===== src/rtl/cassette_rec_if.sv =====
// rtl/cassette_rec_if.sv - SDRAM write port between the cassette recorder and the tape image memory
interface cassette_rec_if;
    logic [20:0] sdram_addr;
    logic [7:0]  sdram_data;
    logic        sdram_wr;
    logic        sdram_available;
    logic        sdram_ready;

    modport master (
        output sdram_addr, sdram_data, sdram_wr,
        input  sdram_available, sdram_ready
    );

    modport slave (
        input  sdram_addr, sdram_data, sdram_wr,
        output sdram_available, sdram_ready
    );
endinterface


===== src/rtl/cassette_rec.sv =====
// rtl/cassette_rec.sv - FSK cassette-out decoder writing bytes into the SDRAM tape image
// Optional half-period glitch filter: CASREC_GLITCH_FILTER_EN
module cassette_rec #(
    parameter int THRESH    = 6711,
    parameter int TIMEOUT   = 20000,
    parameter int MIN_PULSE = 1000,
    parameter int CNT_W     = 16
) (
    input  logic               clk,
    input  logic               reset,
    input  logic               record,
    input  logic               rewind,
    input  logic               din,
    output logic [2:0]         status,
    cassette_rec_if.master     bus
);
`ifdef CASREC_GLITCH_FILTER_EN
    localparam bit GLITCH_EN = 1'b1;
`else
    localparam bit GLITCH_EN = 1'b0;
`endif
    localparam logic [CNT_W-1:0] THRESH_C  = CNT_W'(THRESH);
    localparam logic [CNT_W-1:0] TIMEOUT_C = CNT_W'(TIMEOUT);
    localparam logic [CNT_W-1:0] MIN_C     = CNT_W'(MIN_PULSE);

    typedef enum logic [1:0] {HUNT, DATA, STOP} frame_t;
    typedef enum logic [1:0] {W_IDLE, W_AVAIL, W_READY} wstate_t;

    logic             din_s1, din_s2, din_d;
    logic [CNT_W-1:0] cnt;
    logic             rec_q, rew_q, avail_q, ready_q;
    logic             run_long, bit_valid, bit_val;
    logic [2:0]       run_cnt;
    frame_t           fstate;
    logic [7:0]       shreg, push_data;
    logic [2:0]       bit_idx;
    logic             push;
    logic [7:0]       mem [4];
    logic [1:0]       wr_ptr, rd_ptr;
    logic [2:0]       count;
    wstate_t          wstate;
    logic             overflow, rew_pend, wr_r;
    logic [20:0]      addr_r;
    logic [7:0]       data_r;

    logic edge_raw, edge_ok, is_long, timeout, dec_run, rew_ok;
    logic avail_rise, ready_rise, pop, do_push;

    always_comb begin
        edge_raw   = din_s2 ^ din_d;
        // A filtered edge neither clears the counter nor produces a symbol.
        edge_ok    = edge_raw && (!GLITCH_EN || cnt >= MIN_C);
        is_long    = cnt >= THRESH_C;
        timeout    = !edge_ok && cnt == TIMEOUT_C;
        dec_run    = record && rec_q;
        rew_ok     = rewind && !rew_q && !rec_q;
        avail_rise = bus.sdram_available && !avail_q;
        ready_rise = bus.sdram_ready && !ready_q;
        pop        = wstate == W_READY && ready_rise && !rew_pend;
        do_push    = push && (count != 3'd4 || pop);
    end

    always_ff @(posedge clk) begin
        if (reset) begin
            din_s1 <= 1'b0; din_s2 <= 1'b0; din_d <= 1'b0;
            cnt <= '0;
            rec_q <= 1'b0; rew_q <= 1'b0; avail_q <= 1'b0; ready_q <= 1'b0;
        end else begin
            din_s1  <= din;
            din_s2  <= din_s1;
            din_d   <= din_s2;
            rec_q   <= record;
            rew_q   <= rewind;
            avail_q <= bus.sdram_available;
            ready_q <= bus.sdram_ready;
            if (edge_ok)
                cnt <= '0;
            else if (cnt != '1)
                cnt <= cnt + 1'b1;
        end
    end

    // Symbol run decoder: 2 long halves -> 0, 4 short halves -> 1.
    always_ff @(posedge clk) begin
        if (reset || !dec_run || timeout) begin
            run_cnt <= '0; run_long <= 1'b0; bit_valid <= 1'b0; bit_val <= 1'b0;
        end else begin
            bit_valid <= 1'b0;
            if (edge_ok) begin
                if (run_cnt != 3'd0 && run_long != is_long) begin
                    run_cnt  <= 3'd1;
                    run_long <= is_long;
                end else if (is_long && run_cnt == 3'd1) begin
                    bit_valid <= 1'b1; bit_val <= 1'b0; run_cnt <= '0;
                end else if (!is_long && run_cnt == 3'd3) begin
                    bit_valid <= 1'b1; bit_val <= 1'b1; run_cnt <= '0;
                end else begin
                    run_cnt  <= run_cnt + 3'd1;
                    run_long <= is_long;
                end
            end
        end
    end

    always_ff @(posedge clk) begin
        if (reset || !dec_run || timeout) begin
            fstate <= HUNT; bit_idx <= '0; push <= 1'b0;
            if (reset) begin
                shreg <= '0; push_data <= '0;
            end
        end else begin
            push <= 1'b0;
            if (bit_valid) begin
                unique case (fstate)
                    HUNT: if (!bit_val) begin
                        fstate  <= DATA;
                        bit_idx <= '0;
                    end
                    DATA: begin
                        shreg   <= {bit_val, shreg[7:1]};
                        bit_idx <= bit_idx + 3'd1;
                        if (bit_idx == 3'd7) fstate <= STOP;
                    end
                    default: begin
                        // A 0 stop bit doubles as the start bit of the next frame.
                        if (bit_val) begin
                            push      <= 1'b1;
                            push_data <= shreg;
                            fstate    <= HUNT;
                        end else begin
                            fstate  <= DATA;
                            bit_idx <= '0;
                        end
                    end
                endcase
            end
        end
    end

    always_ff @(posedge clk) begin
        if (do_push && !rew_ok) mem[wr_ptr] <= push_data;
    end

    always_ff @(posedge clk) begin
        if (reset) begin
            wr_ptr <= '0; rd_ptr <= '0; count <= '0; overflow <= 1'b0;
            wstate <= W_IDLE; wr_r <= 1'b0; addr_r <= '0; data_r <= '0; rew_pend <= 1'b0;
        end else begin
            if (rew_ok) begin
                wr_ptr <= '0; rd_ptr <= '0; count <= '0; overflow <= 1'b0;
            end else begin
                if (do_push) wr_ptr <= wr_ptr + 2'd1;
                if (push && !do_push) overflow <= 1'b1;
                if (pop) rd_ptr <= rd_ptr + 2'd1;
                unique case ({do_push, pop})
                    2'b10:   count <= count + 3'd1;
                    2'b01:   count <= count - 3'd1;
                    default: ;
                endcase
            end
            if (wstate != W_READY && count != 3'd0) data_r <= mem[rd_ptr];
            unique case (wstate)
                W_IDLE: begin
                    if (rew_ok) addr_r <= '0;
                    else if (count != 3'd0) wstate <= W_AVAIL;
                end
                W_AVAIL: begin
                    if (rew_ok) begin
                        addr_r <= '0;
                        wstate <= W_IDLE;
                    end else if (avail_rise) begin
                        wr_r   <= 1'b1;
                        wstate <= W_READY;
                    end
                end
                default: begin
                    if (rew_ok) rew_pend <= 1'b1;
                    if (ready_rise) begin
                        wr_r     <= 1'b0;
                        addr_r   <= (rew_pend || rew_ok) ? 21'd0 : addr_r + 21'd1;
                        rew_pend <= 1'b0;
                        wstate   <= W_IDLE;
                    end
                end
            endcase
        end
    end

    assign bus.sdram_addr = addr_r;
    assign bus.sdram_data = data_r;
    assign bus.sdram_wr   = wr_r;
    assign status         = {overflow, wstate != W_IDLE, rec_q};
endmodule

===== src/flat_wrapper.sv =====
// flat-port wrapper written by rule: the top's interface ports become plain ports
module cassette_rec_flat 
#(
    parameter int THRESH    = 6711,
    parameter int TIMEOUT   = 20000,
    parameter int MIN_PULSE = 1000,
    parameter int CNT_W     = 16
)
  (clk, reset, record, rewind, din, status, bus_sdram_addr, bus_sdram_data, bus_sdram_wr, bus_sdram_available, bus_sdram_ready);
  cassette_rec_if bus_i ();
  input  logic clk;
  input  logic reset;
  input  logic record;
  input  logic rewind;
  input  logic din;
  output logic [2:0] status;
  output wire logic [$bits(bus_i.sdram_addr)-1:0] bus_sdram_addr;
  output wire logic [$bits(bus_i.sdram_data)-1:0] bus_sdram_data;
  output wire logic [$bits(bus_i.sdram_wr)-1:0] bus_sdram_wr;
  input wire logic [$bits(bus_i.sdram_available)-1:0] bus_sdram_available;
  input wire logic [$bits(bus_i.sdram_ready)-1:0] bus_sdram_ready;
  assign bus_sdram_addr = bus_i.sdram_addr;
  assign bus_sdram_data = bus_i.sdram_data;
  assign bus_sdram_wr = bus_i.sdram_wr;
  assign bus_i.sdram_available = bus_sdram_available;
  assign bus_i.sdram_ready = bus_sdram_ready;
  cassette_rec #(.THRESH(THRESH), .TIMEOUT(TIMEOUT), .MIN_PULSE(MIN_PULSE), .CNT_W(CNT_W)) u_core (.clk(clk), .reset(reset), .record(record), .rewind(rewind), .din(din), .status(status), .bus(bus_i));
endmodule

===== config.mk =====
export PLATFORM = sky130hd
export DESIGN_NAME = cassette_rec_flat
export DESIGN_NICKNAME = d
export VERILOG_FILES = /design/src/rtl/cassette_rec_if.sv /design/src/rtl/cassette_rec.sv /design/src/flat_wrapper.sv
export SDC_FILE = /design/constraint.sdc
export NUM_CORES = 1
export LEC_CHECK = 0
export BUFFER_PORTS_ARGS = -buffer_cell sky130_fd_sc_hd__buf_2
export CORE_ASPECT_RATIO = 0.6
export CORE_UTILIZATION = 53
export DETAILED_ROUTE_END_ITERATION = 7
export GPL_ROUTABILITY_DRIVEN = 0
export PLACE_DENSITY_LB_ADDON = 0.3
export REMOVE_ABC_BUFFERS = 1
export SYNTH_ARGS = -nofsm -noshare
export SYNTH_HDL_FRONTEND = slang
export SYNTH_SLANG_ARGS = --single-unit

===== constraint.sdc =====
create_clock -name clk -period 6.8 [get_ports clk]
set_input_delay 1.36 -clock clk [delete_from_list [all_inputs] [get_ports clk]]
set_output_delay 1.36 -clock clk [all_outputs]
set_load 0.005 [all_outputs]

==> qor.yml <==
run_status:
  status: "finished clean"
min_path:
  hold_class: "flop to flop"
  hold_depth: 1
  hold_path_end: "u_core.din_s2$_SDFF_PP0_"
  min-delay-start: "u_core.din_s1$_SDFF_PP0_"
drt:
  dr_total_vias: 3865
  routed_wl_um: 10400
  drt_first_pass_iters: 5
  ant_nets: 0
  viasPerCell: 5.55
  first_iter_violations: 251
  wire_per_inst_um: 15.0
  drc: 0
timing:
  finalSetupViolCount: 0
  max_slew_margin: 0.218
  setup-tns-final_ns: 0
  slew_violations: 0
  fin_crit_sh: 0.460
  timing.final.ws_setup_ns: 3.67
  worst_pin_slew_ns: 1.17
  rsz0062_at_grt: "false"
  min_period_ns: 3.13
  skew_ns: 0.0130
  hold_viol_final: 0
  fmax_mhz: 320
cts:
  cts_htree_levels: 4
  tritoncts: "done"
  path_clk_slew_ns: 0.06
  cts_setup_buffers: 0
  clk_path_buf_depth: 2
  cts-root-buf: "clkbuf_16"
  clock_latency_ns: 0.41
  clock_sinks: 124
  cts_hold_buf: 0
  cts_resized: 0
  cts-buffers-inserted: 17
critical_path:
  r2r-end: "u_core.bus.sdram_addr[11]$_SDFFE_PP0P_"
  worstReg2RegStart: "u_core.wstate[1]$_SDFFE_PP0P_"
  critPathMaxFanout: 15
  critPathCaptureType: "flop"
  cp.arrival_ns: 3.42
  criticalPathCategory: "input pin to flop"
  r2r_cells: 6
  ff2ff_setup_slack_ns: 4.20
  cp.required_ns: 7.09
  start_kind: "input pin"
yosys:
  synth_warnings: 0
  yosys_most_used_dff: "dfxtp_1"
  ys_ff_latch: 124
  synth_edf_count: 48
  synth-async-reset-ratio: 0
  synth_seq_area_share: 0.546
  ys_types: 59
  synthCells: 509
  synth_area_mm2: 0.00543
  synth.avg_cell_area_um2: 10.7
floorplan:
  die_y_um: 80.4
  rows: 28
  start_util: 0.547
  io_pins: 40
  coreArea_mm2: 0.00991
  die_x_um: 133
  dieArea_mm2: 0.0107
cells_and_area:
  fin_nets: 569
  antenna_cells: 0
  finalInstanceArea_mm2: 0.00632
  fillCellCount: 801
  area_growth_pct: 16.5
  drive_gt1_frac: 0.159
job:
  cap_viol_max_count: 0
global_route:
  antenna_found_initial: 0
  grt_max_degree: 30
  grt_pass1_wl_um: 17200
  grt-ovfl-total: 0
  grtUsageTotal: 0.210
  grt_pass1_vias: 3606
placed_design:
  place_area_mm2: 0.00571
  pre_cts_slack_ns: 3.30
  dpl.hpwl_um: 7320
  port_buffers: 39
power_and_ir_drop:
  pwr_density_cell_mw_per_mm2: 276
  p_leak_nw: 2.31
  peakVddDrop_v: 0.000220
==> cell type report <==
type	instances	area (µm²)	share of cell area
Timing Repair Buffer	39	195	0.0309
Sequential cell	124	2960	0.469
Clock inverter	15	188	0.0297
Clock buffer	17	425	0.0673
Multi-Input combinational cell	344	2300	0.364
Inverter	22	82.6	0.0131
Tap cell	135	169	0.0267
==> placed cells by master (no fill, tap or decap), types with 7 or more instances in the layout <==
cell	count
nor2b_1	9
ha_1	13
nor2_1	69
mux2i_1	11
clkbuf_16	17
or3_1	9
xor2_1	16
nand2b_1	7
nor3_1	12
buf_2	39
and2_1	14
nand3_1	18
dfxtp_1	76
nand4_1	9
edfxtp_1	48
nand2_1	27
mux4_2	8
a21oi_1	24
inv_1	22
xnor2_1	10
o21ai_0	19
==> metrics by stage <==
| step | util | hold WS, ns | std cells | total power [W] |
|---|---|---|---|---|
| 6_report | 0.638 | 0.469 | 696 | 0.00175 |
| 3_5_place_dp | 0.576 | 0.458 | 664 | 0.000835 |
| 3_3_place_gp | 0.576 | 0.419 | 664 | 0.000833 |
| 2_1_floorplan | - | 0.414 | 490 | 0.000821 |
| 5_1_grt | 0.638 | 0.476 | 696 | 0.00180 |
| 4_1_cts | 0.638 | 0.465 | 696 | 0.00176 |
==> synthesized netlist by cell type (all sizes together) (7+ instances only) <==
master / n / area (µm²)
and2: 16 / 104
nand4: 10 / 68.8
nor2: 70 / 279
clkbuf: 13 / 48.8
o21ai: 20 / 100
inv: 22 / 82.6
xor2: 16 / 140
ha: 13 / 163
nand3: 19 / 108
dfxtp: 76 / 1520
mux4: 8 / 180
mux2i: 11 / 110
a21oi: 24 / 120
edfxtp: 48 / 1440
xnor2: 10 / 87.6
or3: 9 / 56.3
nand2: 27 / 101
nand2b: 7 / 43.8
nor3: 13 / 70.1
nor2b: 9 / 56.3
==> power by group <==
part           switching (W)  internal [W]
Sequential        0.00000681      0.000779
Clock               0.000343      0.000583
Combinational      0.0000229     0.0000104
Total               0.000373       0.00137
==> worst max-delay path, stage by stage <==
cell	delay [ns]
buf_2	0.10
nor3b_1	0.60
nor2_1	0.08
o21bai_1	0.89
o22ai_1	0.20
nand2_1	0.11
o41ai_1	0.07
==> flip-flops by register name, summed over array words and instances (netlist names), 2 cells and up <==
| signal | cells |
|---|---|
| u_core.push_data | 8 |
| u_core.fstate | 2 |
| u_core.bus.sdram_data | 8 |
| u_core.mem | 32 |
| u_core.bus.sdram_addr | 21 |
| u_core.shreg | 8 |
| u_core.wstate | 2 |
| u_core.bit_idx | 3 |
| u_core.wr_ptr | 2 |
| u_core.rd_ptr | 2 |
| u_core.cnt | 16 |
| u_core.run_cnt | 3 |
| u_core.count | 3 |
==> routing by layer <==
layer	vias to the layer above	GRT usage	part of all wire
met5	-	0	0
met4	0	0.0724	0.0081
met3	8	0.0568	0.051
met2	111	0.322	0.43
met1	1831	0.286	0.51
li1	1915	-	-
==> kinds of logic (layout without fill, tap and decap cells) <==
group / count (synthesis) / after routing / share of synthesized area
simple gates: 206 / 206 / 0.203
flops: 124 / 124 / 0.546
compound gates: 78 / 78 / 0.0895
buf+inv: 41 / 93 / 0.0302
xor+xnor: 26 / 26 / 0.0420
mux: 20 / 20 / 0.0556
fa+ha+maj: 14 / 14 / 0.0337
==> worst max path at each step <==
stage	from	endpoint	slack, ns	depth (start not counted)
2_1_floorplan	bus_sdram_ready	u_core.count[2]$_SDFFE_PP0P_	3.66	9
3_3_place_gp	rewind	u_core.bus.sdram_addr[11]$_SDFFE_PP0P_	3.34	7
3_5_place_dp	rewind	u_core.bus.sdram_addr[11]$_SDFFE_PP0P_	3.30	7
4_1_cts	rewind	u_core.bus.sdram_addr[11]$_SDFFE_PP0P_	3.73	7
5_1_grt	rewind	u_core.bus.sdram_addr[11]$_SDFFE_PP0P_	3.50	7
6_report	rewind	u_core.bus.sdram_addr[11]$_SDFFE_PP0P_	3.67	7
No activity file was read; power rests on OpenSTA's default activity.
